### config.mk
export PLATFORM = sky130hd
export DESIGN_NAME = memory_island_bank_arbiter_flat
export DESIGN_NICKNAME = d
export VERILOG_FILES = /design/src/rtl/memory_island_bank_arbiter_if.sv /design/src/rtl/memory_island_bank_arbiter.sv /design/src/flat_wrapper.sv
export SDC_FILE = /design/constraint.sdc
export NUM_CORES = 1
export LEC_CHECK = 0
export BUFFER_PORTS_ARGS = -buffer_cell sky130_fd_sc_hd__buf_4
export CAP_MARGIN = 20
export CORE_AREA = 2 2 245 247
export DETAILED_ROUTE_END_ITERATION = 16
export DIE_AREA = 0 0 247 249
export GPL_TIMING_DRIVEN = 0
export HOLD_SLACK_MARGIN = 0.02
export SLEW_MARGIN = 40
export SYNTH_ARGS = -nofsm -noshare
export SYNTH_HDL_FRONTEND = slang
export SYNTH_SLANG_ARGS = --single-unit
### constraint.sdc
create_clock -name clk_i -period 4.3 [get_ports clk_i]
set_input_delay 0.645 -clock clk_i [delete_from_list [all_inputs] [get_ports clk_i]]
set_output_delay 0.645 -clock clk_i [all_outputs]
set_load 0.02 [all_outputs]
### src/rtl/memory_island_bank_arbiter_if.sv
// Request/response bundle between the narrow/wide crossbars, the bank arbiter and one SRAM bank.
// Signal suffixes are from the arbiter's point of view.
interface memory_island_bank_arbiter_if #(
  parameter int unsigned NumNarrow = 2,
  parameter int unsigned NumWide   = 2,
  parameter int unsigned AddrWidth = 10,
  parameter int unsigned DataWidth = 64
);
  localparam int unsigned StrbWidth = DataWidth / 8;

  logic [NumNarrow-1:0]           narrow_req_i;
  logic [NumNarrow-1:0]           narrow_gnt_o;
  logic [NumNarrow*AddrWidth-1:0] narrow_addr_i;
  logic [NumNarrow-1:0]           narrow_we_i;
  logic [NumNarrow*DataWidth-1:0] narrow_wdata_i;
  logic [NumNarrow*StrbWidth-1:0] narrow_strb_i;
  logic [NumNarrow-1:0]           narrow_rvalid_o;
  logic [DataWidth-1:0]           narrow_rdata_o;

  logic [NumWide-1:0]             wide_req_i;
  logic [NumWide-1:0]             wide_gnt_o;
  logic [NumWide*AddrWidth-1:0]   wide_addr_i;
  logic [NumWide-1:0]             wide_we_i;
  logic [NumWide*DataWidth-1:0]   wide_wdata_i;
  logic [NumWide*StrbWidth-1:0]   wide_strb_i;
  logic [NumWide-1:0]             wide_rvalid_o;
  logic [DataWidth-1:0]           wide_rdata_o;

  logic                           bank_req_o;
  logic                           bank_we_o;
  logic [AddrWidth-1:0]           bank_addr_o;
  logic [DataWidth-1:0]           bank_wdata_o;
  logic [StrbWidth-1:0]           bank_strb_o;
  logic [DataWidth-1:0]           bank_rdata_i;

  modport slave (
    input  narrow_req_i, narrow_addr_i, narrow_we_i, narrow_wdata_i, narrow_strb_i,
    output narrow_gnt_o, narrow_rvalid_o, narrow_rdata_o,
    input  wide_req_i, wide_addr_i, wide_we_i, wide_wdata_i, wide_strb_i,
    output wide_gnt_o, wide_rvalid_o, wide_rdata_o,
    output bank_req_o, bank_we_o, bank_addr_o, bank_wdata_o, bank_strb_o,
    input  bank_rdata_i
  );

  modport master (
    output narrow_req_i, narrow_addr_i, narrow_we_i, narrow_wdata_i, narrow_strb_i,
    input  narrow_gnt_o, narrow_rvalid_o, narrow_rdata_o,
    output wide_req_i, wide_addr_i, wide_we_i, wide_wdata_i, wide_strb_i,
    input  wide_gnt_o, wide_rvalid_o, wide_rdata_o,
    input  bank_req_o, bank_we_o, bank_addr_o, bank_wdata_o, bank_strb_o,
    output bank_rdata_i
  );
endinterface

### src/rtl/memory_island_bank_arbiter.sv
// Arbitrates one memory-island SRAM bank between narrow (default priority) and wide requesters,
// with a starvation boost for the wide class and fixed-latency response routing.
module memory_island_bank_arbiter #(
  parameter int unsigned NumNarrow        = 2,
  parameter int unsigned NumWide          = 2,
  parameter int unsigned AddrWidth        = 10,
  parameter int unsigned DataWidth        = 64,
  parameter int unsigned WidePriorityWait = 1,
  parameter int unsigned BankLatency      = 1
) (
  input logic                         clk_i,
  input logic                         rst_ni,
  memory_island_bank_arbiter_if.slave bus
);
  localparam int unsigned StrbWidth = DataWidth / 8;
  localparam int unsigned NPtrW     = (NumNarrow > 1) ? $clog2(NumNarrow) : 1;
  localparam int unsigned WPtrW     = (NumWide > 1) ? $clog2(NumWide) : 1;
  localparam int unsigned IdxW      = (NPtrW > WPtrW) ? NPtrW : WPtrW;
  localparam int unsigned CntW      = (WidePriorityWait > 0) ? $clog2(WidePriorityWait + 1) : 1;

  typedef enum logic {NARROW_PRIO, WIDE_BOOST} state_e;

  typedef struct packed {
    logic            valid;
    logic            wide;
    logic [IdxW-1:0] idx;
  } resp_t;

  state_e                      state_q, state_d;
  logic   [NPtrW-1:0]          nptr_q, nptr_d;
  logic   [WPtrW-1:0]          wptr_q, wptr_d;
  logic   [CntW-1:0]           cnt_q, cnt_d;
  resp_t  [BankLatency-1:0]    pipe_q;
  resp_t                       head, tail;

  logic                        n_any, w_any, w_stall;
  logic   [NPtrW-1:0]          n_sel;
  logic   [WPtrW-1:0]          w_sel;
  logic   [NumNarrow-1:0]      n_gnt;
  logic   [NumWide-1:0]        w_gnt;
  int unsigned                 nk, wk;

  // Round-robin search within each class, starting at that class's pointer.
  always_comb begin
    n_any = 1'b0;
    n_sel = '0;
    nk    = 0;
    for (int unsigned i = 0; i < NumNarrow; i++) begin
      nk = (32'(nptr_q) + i) % NumNarrow;
      if (!n_any && bus.narrow_req_i[NPtrW'(nk)]) begin
        n_any = 1'b1;
        n_sel = NPtrW'(nk);
      end
    end
    w_any = 1'b0;
    w_sel = '0;
    wk    = 0;
    for (int unsigned i = 0; i < NumWide; i++) begin
      wk = (32'(wptr_q) + i) % NumWide;
      if (!w_any && bus.wide_req_i[WPtrW'(wk)]) begin
        w_any = 1'b1;
        w_sel = WPtrW'(wk);
      end
    end
  end

  always_ff @(posedge clk_i or negedge rst_ni) begin
    if (!rst_ni) begin
      state_q <= NARROW_PRIO;
      nptr_q  <= '0;
      wptr_q  <= '0;
      cnt_q   <= '0;
      pipe_q  <= '0;
    end else begin
      state_q   <= state_d;
      nptr_q    <= nptr_d;
      wptr_q    <= wptr_d;
      cnt_q     <= cnt_d;
      pipe_q[0] <= head;
      for (int unsigned i = 1; i < BankLatency; i++) pipe_q[i] <= pipe_q[i-1];
    end
  end

  // The counter holds at WidePriorityWait-1 while the boost is pending, so it never exceeds it.
  always_comb begin
    state_d = state_q;
    cnt_d   = cnt_q;
    nptr_d  = nptr_q;
    wptr_d  = wptr_q;
    w_stall = w_any && !(|w_gnt);
    if (|w_gnt) begin
      cnt_d   = '0;
      state_d = NARROW_PRIO;
    end else if (w_stall) begin
      if ((WidePriorityWait > 0) && (cnt_q == CntW'(WidePriorityWait - 1))) begin
        state_d = WIDE_BOOST;
      end else if (cnt_q != '1) begin
        cnt_d = cnt_q + 1'b1;
      end
    end else begin
      state_d = NARROW_PRIO;
    end
    if (|n_gnt) nptr_d = (n_sel == NPtrW'(NumNarrow - 1)) ? '0 : n_sel + 1'b1;
    if (|w_gnt) wptr_d = (w_sel == WPtrW'(NumWide - 1)) ? '0 : w_sel + 1'b1;
  end

  always_comb begin
    n_gnt = '0;
    w_gnt = '0;
    if ((state_q == WIDE_BOOST) && w_any) w_gnt[w_sel] = 1'b1;
    else if (n_any)                       n_gnt[n_sel] = 1'b1;
    else if (w_any)                       w_gnt[w_sel] = 1'b1;
  end

  always_comb begin
    bus.narrow_gnt_o = n_gnt;
    bus.wide_gnt_o   = w_gnt;
    bus.bank_req_o   = (|n_gnt) | (|w_gnt);
    bus.bank_we_o    = 1'b0;
    bus.bank_addr_o  = '0;
    bus.bank_wdata_o = '0;
    bus.bank_strb_o  = '0;
    for (int unsigned i = 0; i < NumNarrow; i++) begin
      if (n_gnt[i]) begin
        bus.bank_we_o    = bus.narrow_we_i[i];
        bus.bank_addr_o  = bus.narrow_addr_i[i*AddrWidth +: AddrWidth];
        bus.bank_wdata_o = bus.narrow_wdata_i[i*DataWidth +: DataWidth];
        bus.bank_strb_o  = bus.narrow_strb_i[i*StrbWidth +: StrbWidth];
      end
    end
    for (int unsigned i = 0; i < NumWide; i++) begin
      if (w_gnt[i]) begin
        bus.bank_we_o    = bus.wide_we_i[i];
        bus.bank_addr_o  = bus.wide_addr_i[i*AddrWidth +: AddrWidth];
        bus.bank_wdata_o = bus.wide_wdata_i[i*DataWidth +: DataWidth];
        bus.bank_strb_o  = bus.wide_strb_i[i*StrbWidth +: StrbWidth];
      end
    end
  end

  always_comb begin
    head.valid = (|n_gnt) | (|w_gnt);
    head.wide  = |w_gnt;
    head.idx   = (|w_gnt) ? IdxW'(w_sel) : IdxW'(n_sel);
    tail       = pipe_q[BankLatency-1];
    for (int unsigned i = 0; i < NumNarrow; i++)
      bus.narrow_rvalid_o[i] = tail.valid && !tail.wide && (tail.idx == IdxW'(i));
    for (int unsigned i = 0; i < NumWide; i++)
      bus.wide_rvalid_o[i] = tail.valid && tail.wide && (tail.idx == IdxW'(i));
    bus.narrow_rdata_o = bus.bank_rdata_i;
    bus.wide_rdata_o   = bus.bank_rdata_i;
  end
endmodule
### src/flat_wrapper.sv
// flat-port wrapper written by rule: the top's interface ports become plain ports
module memory_island_bank_arbiter_flat 
#(
  parameter int unsigned NumNarrow        = 2,
  parameter int unsigned NumWide          = 2,
  parameter int unsigned AddrWidth        = 10,
  parameter int unsigned DataWidth        = 64,
  parameter int unsigned WidePriorityWait = 1,
  parameter int unsigned BankLatency      = 1
)
  (clk_i, rst_ni, bus_narrow_req_i, bus_narrow_addr_i, bus_narrow_we_i, bus_narrow_wdata_i, bus_narrow_strb_i, bus_narrow_gnt_o, bus_narrow_rvalid_o, bus_narrow_rdata_o, bus_wide_req_i, bus_wide_addr_i, bus_wide_we_i, bus_wide_wdata_i, bus_wide_strb_i, bus_wide_gnt_o, bus_wide_rvalid_o, bus_wide_rdata_o, bus_bank_req_o, bus_bank_we_o, bus_bank_addr_o, bus_bank_wdata_o, bus_bank_strb_o, bus_bank_rdata_i);
  memory_island_bank_arbiter_if #(.NumNarrow(NumNarrow), .NumWide(NumWide), .AddrWidth(AddrWidth), .DataWidth(DataWidth)) bus_i ();
  input logic clk_i;
  input logic rst_ni;
  input wire logic [$bits(bus_i.narrow_req_i)-1:0] bus_narrow_req_i;
  input wire logic [$bits(bus_i.narrow_addr_i)-1:0] bus_narrow_addr_i;
  input wire logic [$bits(bus_i.narrow_we_i)-1:0] bus_narrow_we_i;
  input wire logic [$bits(bus_i.narrow_wdata_i)-1:0] bus_narrow_wdata_i;
  input wire logic [$bits(bus_i.narrow_strb_i)-1:0] bus_narrow_strb_i;
  output wire logic [$bits(bus_i.narrow_gnt_o)-1:0] bus_narrow_gnt_o;
  output wire logic [$bits(bus_i.narrow_rvalid_o)-1:0] bus_narrow_rvalid_o;
  output wire logic [$bits(bus_i.narrow_rdata_o)-1:0] bus_narrow_rdata_o;
  input wire logic [$bits(bus_i.wide_req_i)-1:0] bus_wide_req_i;
  input wire logic [$bits(bus_i.wide_addr_i)-1:0] bus_wide_addr_i;
  input wire logic [$bits(bus_i.wide_we_i)-1:0] bus_wide_we_i;
  input wire logic [$bits(bus_i.wide_wdata_i)-1:0] bus_wide_wdata_i;
  input wire logic [$bits(bus_i.wide_strb_i)-1:0] bus_wide_strb_i;
  output wire logic [$bits(bus_i.wide_gnt_o)-1:0] bus_wide_gnt_o;
  output wire logic [$bits(bus_i.wide_rvalid_o)-1:0] bus_wide_rvalid_o;
  output wire logic [$bits(bus_i.wide_rdata_o)-1:0] bus_wide_rdata_o;
  output wire logic [$bits(bus_i.bank_req_o)-1:0] bus_bank_req_o;
  output wire logic [$bits(bus_i.bank_we_o)-1:0] bus_bank_we_o;
  output wire logic [$bits(bus_i.bank_addr_o)-1:0] bus_bank_addr_o;
  output wire logic [$bits(bus_i.bank_wdata_o)-1:0] bus_bank_wdata_o;
  output wire logic [$bits(bus_i.bank_strb_o)-1:0] bus_bank_strb_o;
  input wire logic [$bits(bus_i.bank_rdata_i)-1:0] bus_bank_rdata_i;
  assign bus_i.narrow_req_i = bus_narrow_req_i;
  assign bus_i.narrow_addr_i = bus_narrow_addr_i;
  assign bus_i.narrow_we_i = bus_narrow_we_i;
  assign bus_i.narrow_wdata_i = bus_narrow_wdata_i;
  assign bus_i.narrow_strb_i = bus_narrow_strb_i;
  assign bus_narrow_gnt_o = bus_i.narrow_gnt_o;
  assign bus_narrow_rvalid_o = bus_i.narrow_rvalid_o;
  assign bus_narrow_rdata_o = bus_i.narrow_rdata_o;
  assign bus_i.wide_req_i = bus_wide_req_i;
  assign bus_i.wide_addr_i = bus_wide_addr_i;
  assign bus_i.wide_we_i = bus_wide_we_i;
  assign bus_i.wide_wdata_i = bus_wide_wdata_i;
  assign bus_i.wide_strb_i = bus_wide_strb_i;
  assign bus_wide_gnt_o = bus_i.wide_gnt_o;
  assign bus_wide_rvalid_o = bus_i.wide_rvalid_o;
  assign bus_wide_rdata_o = bus_i.wide_rdata_o;
  assign bus_bank_req_o = bus_i.bank_req_o;
  assign bus_bank_we_o = bus_i.bank_we_o;
  assign bus_bank_addr_o = bus_i.bank_addr_o;
  assign bus_bank_wdata_o = bus_i.bank_wdata_o;
  assign bus_bank_strb_o = bus_i.bank_strb_o;
  assign bus_i.bank_rdata_i = bus_bank_rdata_i;
  memory_island_bank_arbiter #(.NumNarrow(NumNarrow), .NumWide(NumWide), .AddrWidth(AddrWidth), .DataWidth(DataWidth), .WidePriorityWait(WidePriorityWait), .BankLatency(BankLatency)) u_core (.clk_i(clk_i), .rst_ni(rst_ni), .bus(bus_i));
endmodule
### After elaboration in Yosys (flattened, before gate mapping)

Cells that the tools add are included.

* input port bits: 402
* register bits: 7
* output and inout bits: 220

* mux-type cells: 50
* add/sub/neg operators: 4
* bitwise gates (word level): 2
* reduce and logical (&&, ||, !) cells: 19
* eq/ne operators: 1
* $lt $le $gt $ge: 8

Operator list (number)
* 2-to-1 mux 64 bit: 4
* 2-to-1 mux 10 bit: 4
* 2-to-1 mux 8 bit: 4
* 2-to-1 mux 1 bit: 31
* logical AND 1 bit: 12
* less-than comparator 1 x 2 -> 1 bit, second input constant: 6
* 2-to-1 mux 2 bit: 5
* adder 1 bit, second input constant: 4
* zero test 1 bit: 4
* OR reduction 2 bit: 2
* != test 3 bit, second input constant: 1
* demux 1 bit (select 1 bit): 2
* greater-or-equal comparator 1 bit, second input constant: 2
* nonzero test 2 bit: 1
* NOT 1 bit: 1
* bitwise OR 1 bit: 1

### Depth between registers and ports, before layout

* depth after elaboration: 18
* depth in mapped cells: 7
* gate-level depth less buffers: 3

### Worst setup path after synthesis

OpenSTA, ideal clock, no wires.

* path kind: input port to output port
* from: input bus_narrow_req_i[1]
* to: output bus_bank_strb_o[0]
* path buffers: 3
* setup slack: 1.511 ns
* arrival: 2.144 ns
* stages on the path: 6
* cell sequence: buf_4 o21bai_4 and3_1 clkbuf_1 clkbuf_1 a222oi_1

* elaborated cells on any way between the ends: 23
* those cells by class: 2 x order compare; 18 x mux; 3 x reduce/logical

RTL lines
* from (decl): RTL line flat_wrapper.sv:15 `input wire logic [$bits(bus_i.narrow_req_i)-1:0] bus_narrow_req_i;`
* 2-to-1 mux 1 bit (not written as such) (2 in series): RTL line memory_island_bank_arbiter.sv:50 `if (!n_any && bus.narrow_req_i[NPtrW'(nk)]) begin`
* 2-to-1 mux 1 bit: RTL line memory_island_bank_arbiter.sv:50
* zero test 1 bit: RTL line memory_island_bank_arbiter.sv:50
* logical AND 1 bit: RTL line memory_island_bank_arbiter.sv:50
* 2-to-1 mux 1 bit (*): RTL line memory_island_bank_arbiter.sv:50
* 2-to-1 mux 2 bit (*): RTL line memory_island_bank_arbiter.sv:111 `else if (n_any) n_gnt[n_sel] = 1'b1;`
* 2-to-1 mux 2 bit (*): RTL line memory_island_bank_arbiter.sv:110 `if ((state_q == WIDE_BOOST) && w_any) w_gnt[w_sel] = 1'b1;`
* net bus_wide_gnt_o[0]: RTL line flat_wrapper.sv:28 `output wire logic [$bits(bus_i.wide_gnt_o)-1:0] bus_wide_gnt_o;`
* 2-to-1 mux 8 bit (*) (2 in series): RTL line memory_island_bank_arbiter.sv:132 `if (w_gnt[i]) begin`
* to (decl): RTL line flat_wrapper.sv:35 `output wire logic [$bits(bus_i.bank_strb_o)-1:0] bus_bank_strb_o;`

The timed path passes the listed nets; every way through them passes the cells marked *. The select of a mux whose other input is x is not followed.

### Final worst setup path

* from: input bus_narrow_req_i[1]
* to: output bus_bank_wdata_o[32]

* cells in the longest elaborated chain, start to end: 16
* elaborated cells on any way between the ends: 23
* those cells by class: 2 x order compare; 18 x mux; 3 x reduce/logical

RTL lines
* 2-to-1 mux 1 bit (not written as such) (2 in series): RTL line memory_island_bank_arbiter.sv:50
* 2-to-1 mux 1 bit: RTL line memory_island_bank_arbiter.sv:50
* zero test 1 bit: RTL line memory_island_bank_arbiter.sv:50
* logical AND 1 bit: RTL line memory_island_bank_arbiter.sv:50
* 2-to-1 mux 1 bit: RTL line memory_island_bank_arbiter.sv:50
* less-than comparator 1 x 2 -> 1 bit (not written as such) or greater-or-equal comparator 1 bit (tied branches): RTL line memory_island_bank_arbiter.sv:111
* logical AND 1 bit (not written as such): RTL line memory_island_bank_arbiter.sv:111
* 2-to-1 mux 1 bit (not written as such): RTL line memory_island_bank_arbiter.sv:111
* demux 1 bit (select 1 bit)
* 2-to-1 mux 2 bit: RTL line memory_island_bank_arbiter.sv:111
* 2-to-1 mux 2 bit: RTL line memory_island_bank_arbiter.sv:110
* 2-to-1 mux 64 bit (2 in series): RTL line memory_island_bank_arbiter.sv:124 `if (n_gnt[i]) begin`
* 2-to-1 mux 64 bit: RTL line memory_island_bank_arbiter.sv:132
* 2-to-1 mux 64 bit (*): RTL line memory_island_bank_arbiter.sv:132
* to (decl): RTL line flat_wrapper.sv:34 `output wire logic [$bits(bus_i.bank_wdata_o)-1:0] bus_bank_wdata_o;`

Every way passes the cells marked *; elsewhere a longest branch is shown, timed or not. The select of a mux whose other input is x is not followed.

==> impl_summary.md <==
Outcome
The flow ran to the end, and the final reports show no timing, DRC or antenna violations.

Placed design
The placed instances occupy a cell area of 9378 um2. At the placement stage, the worst setup path has a slack of 0.5130 ns. The final weighted congestion of routability-driven global placement is 0.8202.

The half-perimeter wire length after detailed placement is 31890 um. The count of buffers from port buffering is 556.

Route
For this block, the initial DRC count from the detailed router was 675. In the routed design, unresolved DRC markers number 0. The routed wire length is 37740 um. The detailed router placed 7358 vias in this run. In this run the remaining antenna-violating nets after routing total 0. In the final routed layout, each cell accounts on average for 18.97 um. The iteration count of the initial detailed-routing pass is 8.

In the routed layout, each cell is associated on average with a via count of 3.699.

GRT
The peak-usage layer in the global routing report is met2. The number of antenna violations at the first check in global routing is 9. In the global route stage, met1 resource usage came out at 12.71%.

The maximum number of pins on one net before global-route repair is 11. For met3 alone, demand over resource in global routing was 3.146%. The global-route congestion overflow total is 0. The number of global-route vias before repair was 7307. Global routing used 11.12% of the available tracks across all layers. The first global-routing pass estimated 49870 um of wire. For met2 alone, demand over resource in global routing was 19.74%.

Setup path
The worst setup path is captured at an output pin. STA classifies the critical path startpoint as an input port. The end of the worst register-to-register path is u_core.pipe_q[0]$_DFF_PN0_. Along the worst path, the maximum fanout reaches 10.

Following the worst setup path forward leads to its endpoint at bus_bank_wdata_o[32]. The signal arrival time at the worst endpoint is 2.99 ns. The register-to-register setup slack is 2.43 ns. The worst reg2reg path startpoint is u_core.state_q$_DFF_PN0_. The critical path in this run is classified as input port to output pin. Tracing the worst setup path back leads to its startpoint at bus_narrow_req_i[1]. The required time of the critical path is 3.65 ns. The number of cells on the worst reg-to-reg path is 5.

CTS
The number of sinks handled by clock tree synthesis is 6. The CTS tree is done. The hold-fix buffer count after cts is 0. The clock buffer count from CTS is 3. The number of levels in the clock H-tree is 1. The clock-pin slew reported for the worst setup and hold paths after clock tree synthesis is 0.04 ns. Once the clock tree was built, the resizer swapped 0 gates to a different size.

The clock passes through at most 2 buffers. The clock reaches the later pin of the worst-skew pair after 0.23 ns. The tree is rooted in a clkbuf_16. In this run the post-CTS setup repair buffer count came out at 0.

Power and ir drop
The internal power of the cells totals 940.5 uW. The switching part of the total power is 50.22%. VDD sags by at most 362.5 uV. For this design the total switching power over the nets is 948.7 uW. The analysis attributes to cell leakage a power of 0.004946 uW. Of the total power, the clock network draws 8.1%. For this design the ratio of total power to cell area is 199.5 nW/um2. The combinational share of power is 88.0%. The share of power burned in registers is 3.9%.

Finish
The final layout net count is 1613. The register area is 150.1 um2. Leaving out fill and tap cells, the most frequent cell in the layout is buf_4.

The library cells used most frequently in the layout, excluding fill and tap cells, are 690 x buf_4, 166 x inv_1, 83 x nand3_1, 83 x a32oi_1, 83 x a222oi_1. The filler cells instantiated in the layout total 6816. Of the cells placed in the final design, the portion with a size suffix greater than 1 is 60.05%. The share of the core filled with cells is 16.14%.

The signed area change from the synthesized netlist to the final layout is 123.7%. With fillers left out, the area of the finished cells amounts to 9470 um2. The multi-input gate area in the final layout is 2138 um2.

Timing
The count of final max-slew check failures is 0. The time the worst path needs with I/O delays and setup is 3.633 ns. The setup violation total in the final timing report is 0. At the pin with the least slew margin, the transition time is 0.7021 ns. The slack of the critical path is 0.6673 ns. In the final timing run, aggregate negative setup slack is 0 ns.

The final clock period utilization by the worst path is 84.48%. For the final database, setup skew stands at 0.0002178 ns. Setup repair after global routing left no endpoint under its margin. The hold violation total from the final report came to 0. Measured against its own limit, the worst slew margin works out to 53.19%. Derived from the worst setup path, the maximum achievable clock frequency is 0.2753 GHz.

Logic synthesis
The post-synthesis sequential area ratio is 3.547%. The number of warnings printed during yosys synthesis is 0. The netlist uses 26 different library cells. The synthesized netlist occupies a cell area of 4233 um2.

Synthesis inferred 6 register bits. When the netlist entered floorplanning its net count stood at 1052. The synthesized instance count is 650.

The synthesized area per cell is 6.512 um2.

Die
During I/O placement, the number of pins put on the boundary was 622. The total area inside the core boundary comes to 58690 um2. The horizontal die dimension is 247 um. The y dimension of the die is 249 um. For this configuration, the core starts out at a cell density of 7.213%. The die covers 61500 um2. The floorplan row count is 89.

Worst hold path
The worst hold path belongs to the class input port to async pin.

Flow run
The number of max-capacitance violations reported is 0.
==> power groups by stage <==
stage,Sequential (uW),Clock [uW],Combinational [uW]
after floorplan,72.2,0,835
after global placement,74.8,0,1670
after detailed placement,74.8,0,1670
after CTS,74.4,153,1680
after global routing,76.0,158,1770
final,74.5,152,1660
==> critical path: stages <==
cell      delay [ns]
buf_4           0.18
o21bai_4        0.39
and3_1          0.22
clkbuf_1        0.32
buf_2           0.46
buf_2           0.36
a222oi_1        0.16
buf_4           0.19
==> worst min path at each step <==
stage,startpoint,to,slack [ns]
floorplan,rst_ni,u_core.nptr_q$_DFFE_PN0P_,0.35
global placement,rst_ni,u_core.pipe_q[2]$_DFF_PN0_,0.46
detailed placement,rst_ni,u_core.pipe_q[2]$_DFF_PN0_,0.46
CTS,rst_ni,u_core.pipe_q[2]$_DFF_PN0_,0.22
global route,rst_ni,u_core.pipe_q[2]$_DFF_PN0_,0.22
finish,rst_ni,u_core.pipe_q[2]$_DFF_PN0_,0.22
==> cells in the mapped netlist (all sizes together) <==
library cell,n,area [um2]
or2,1,6.260
nand3,83,415.4
a21boi,1,11.26
o21ai,1,5.000
and2,2,12.51
a21oi,3,15.01
inv,166,623.1
dfrtp,6,150.1
and3,3,18.77
nor2b,1,6.260
buf,166,1182
nand2b,2,12.51
a32oi,83,727.0
o21bai,2,26.28
clkbuf,38,142.6
or3,1,6.260
nor2,2,7.510
a222oi,83,830.8
and3b,1,8.760
nand2,3,11.26
a31oi,1,6.260
nor3b,1,7.510
==> flip-flops by register name, summed over array words and instances, names as in the netlist <==
signal          flops
u_core.nptr_q       1
u_core.wptr_q       1
u_core.state_q      1
u_core.pipe_q       3
==> cell type report <==
type / count / area share, %
multi-input combinational: 274 / 22.58
sequential: 6 / 1.585
buffer: 204 / 13.99
inverter: 166 / 6.579
tap: 773 / 10.21
antenna: 7 / 0.1850
clock buffer: 3 / 0.7927
timing repair buffer: 556 / 44.07
==> metrics by stage <==
stage | std cells | power (uW) | hold WS, ns
2_1_floorplan | 650 | 907.6 | 0.3494
3_3_place_gp | 1979 | 1745 | 0.4622
3_5_place_dp | 1979 | 1748 | 0.4626
4_1_cts | 1982 | 1906 | 0.2247
5_1_grt | 1986 | 2004 | 0.2226
6_report | 1989 | 1889 | 0.2240
==> kinds of logic after synthesis <==
| group | Yosys count | synth area share (%) |
|---|---|---|
| and+or+nand+nor | 100 | 12.12 |
| buffers and inverters | 370 | 46.02 |
| AOI/OAI and AO/OA | 174 | 38.31 |
| DFF | 6 | 3.547 |
==> metal layers <==
metal  part of all wire [%]  vias to the layer above  wire length, um
met5                  0.072                        -               27
met4                    2.6                        4              966
met3                     10                       36             3925
met2                     49                      495            18460
met1                     38                     3424            14350
li1                       -                     3399                -
(Power assumes the default switching activity.)
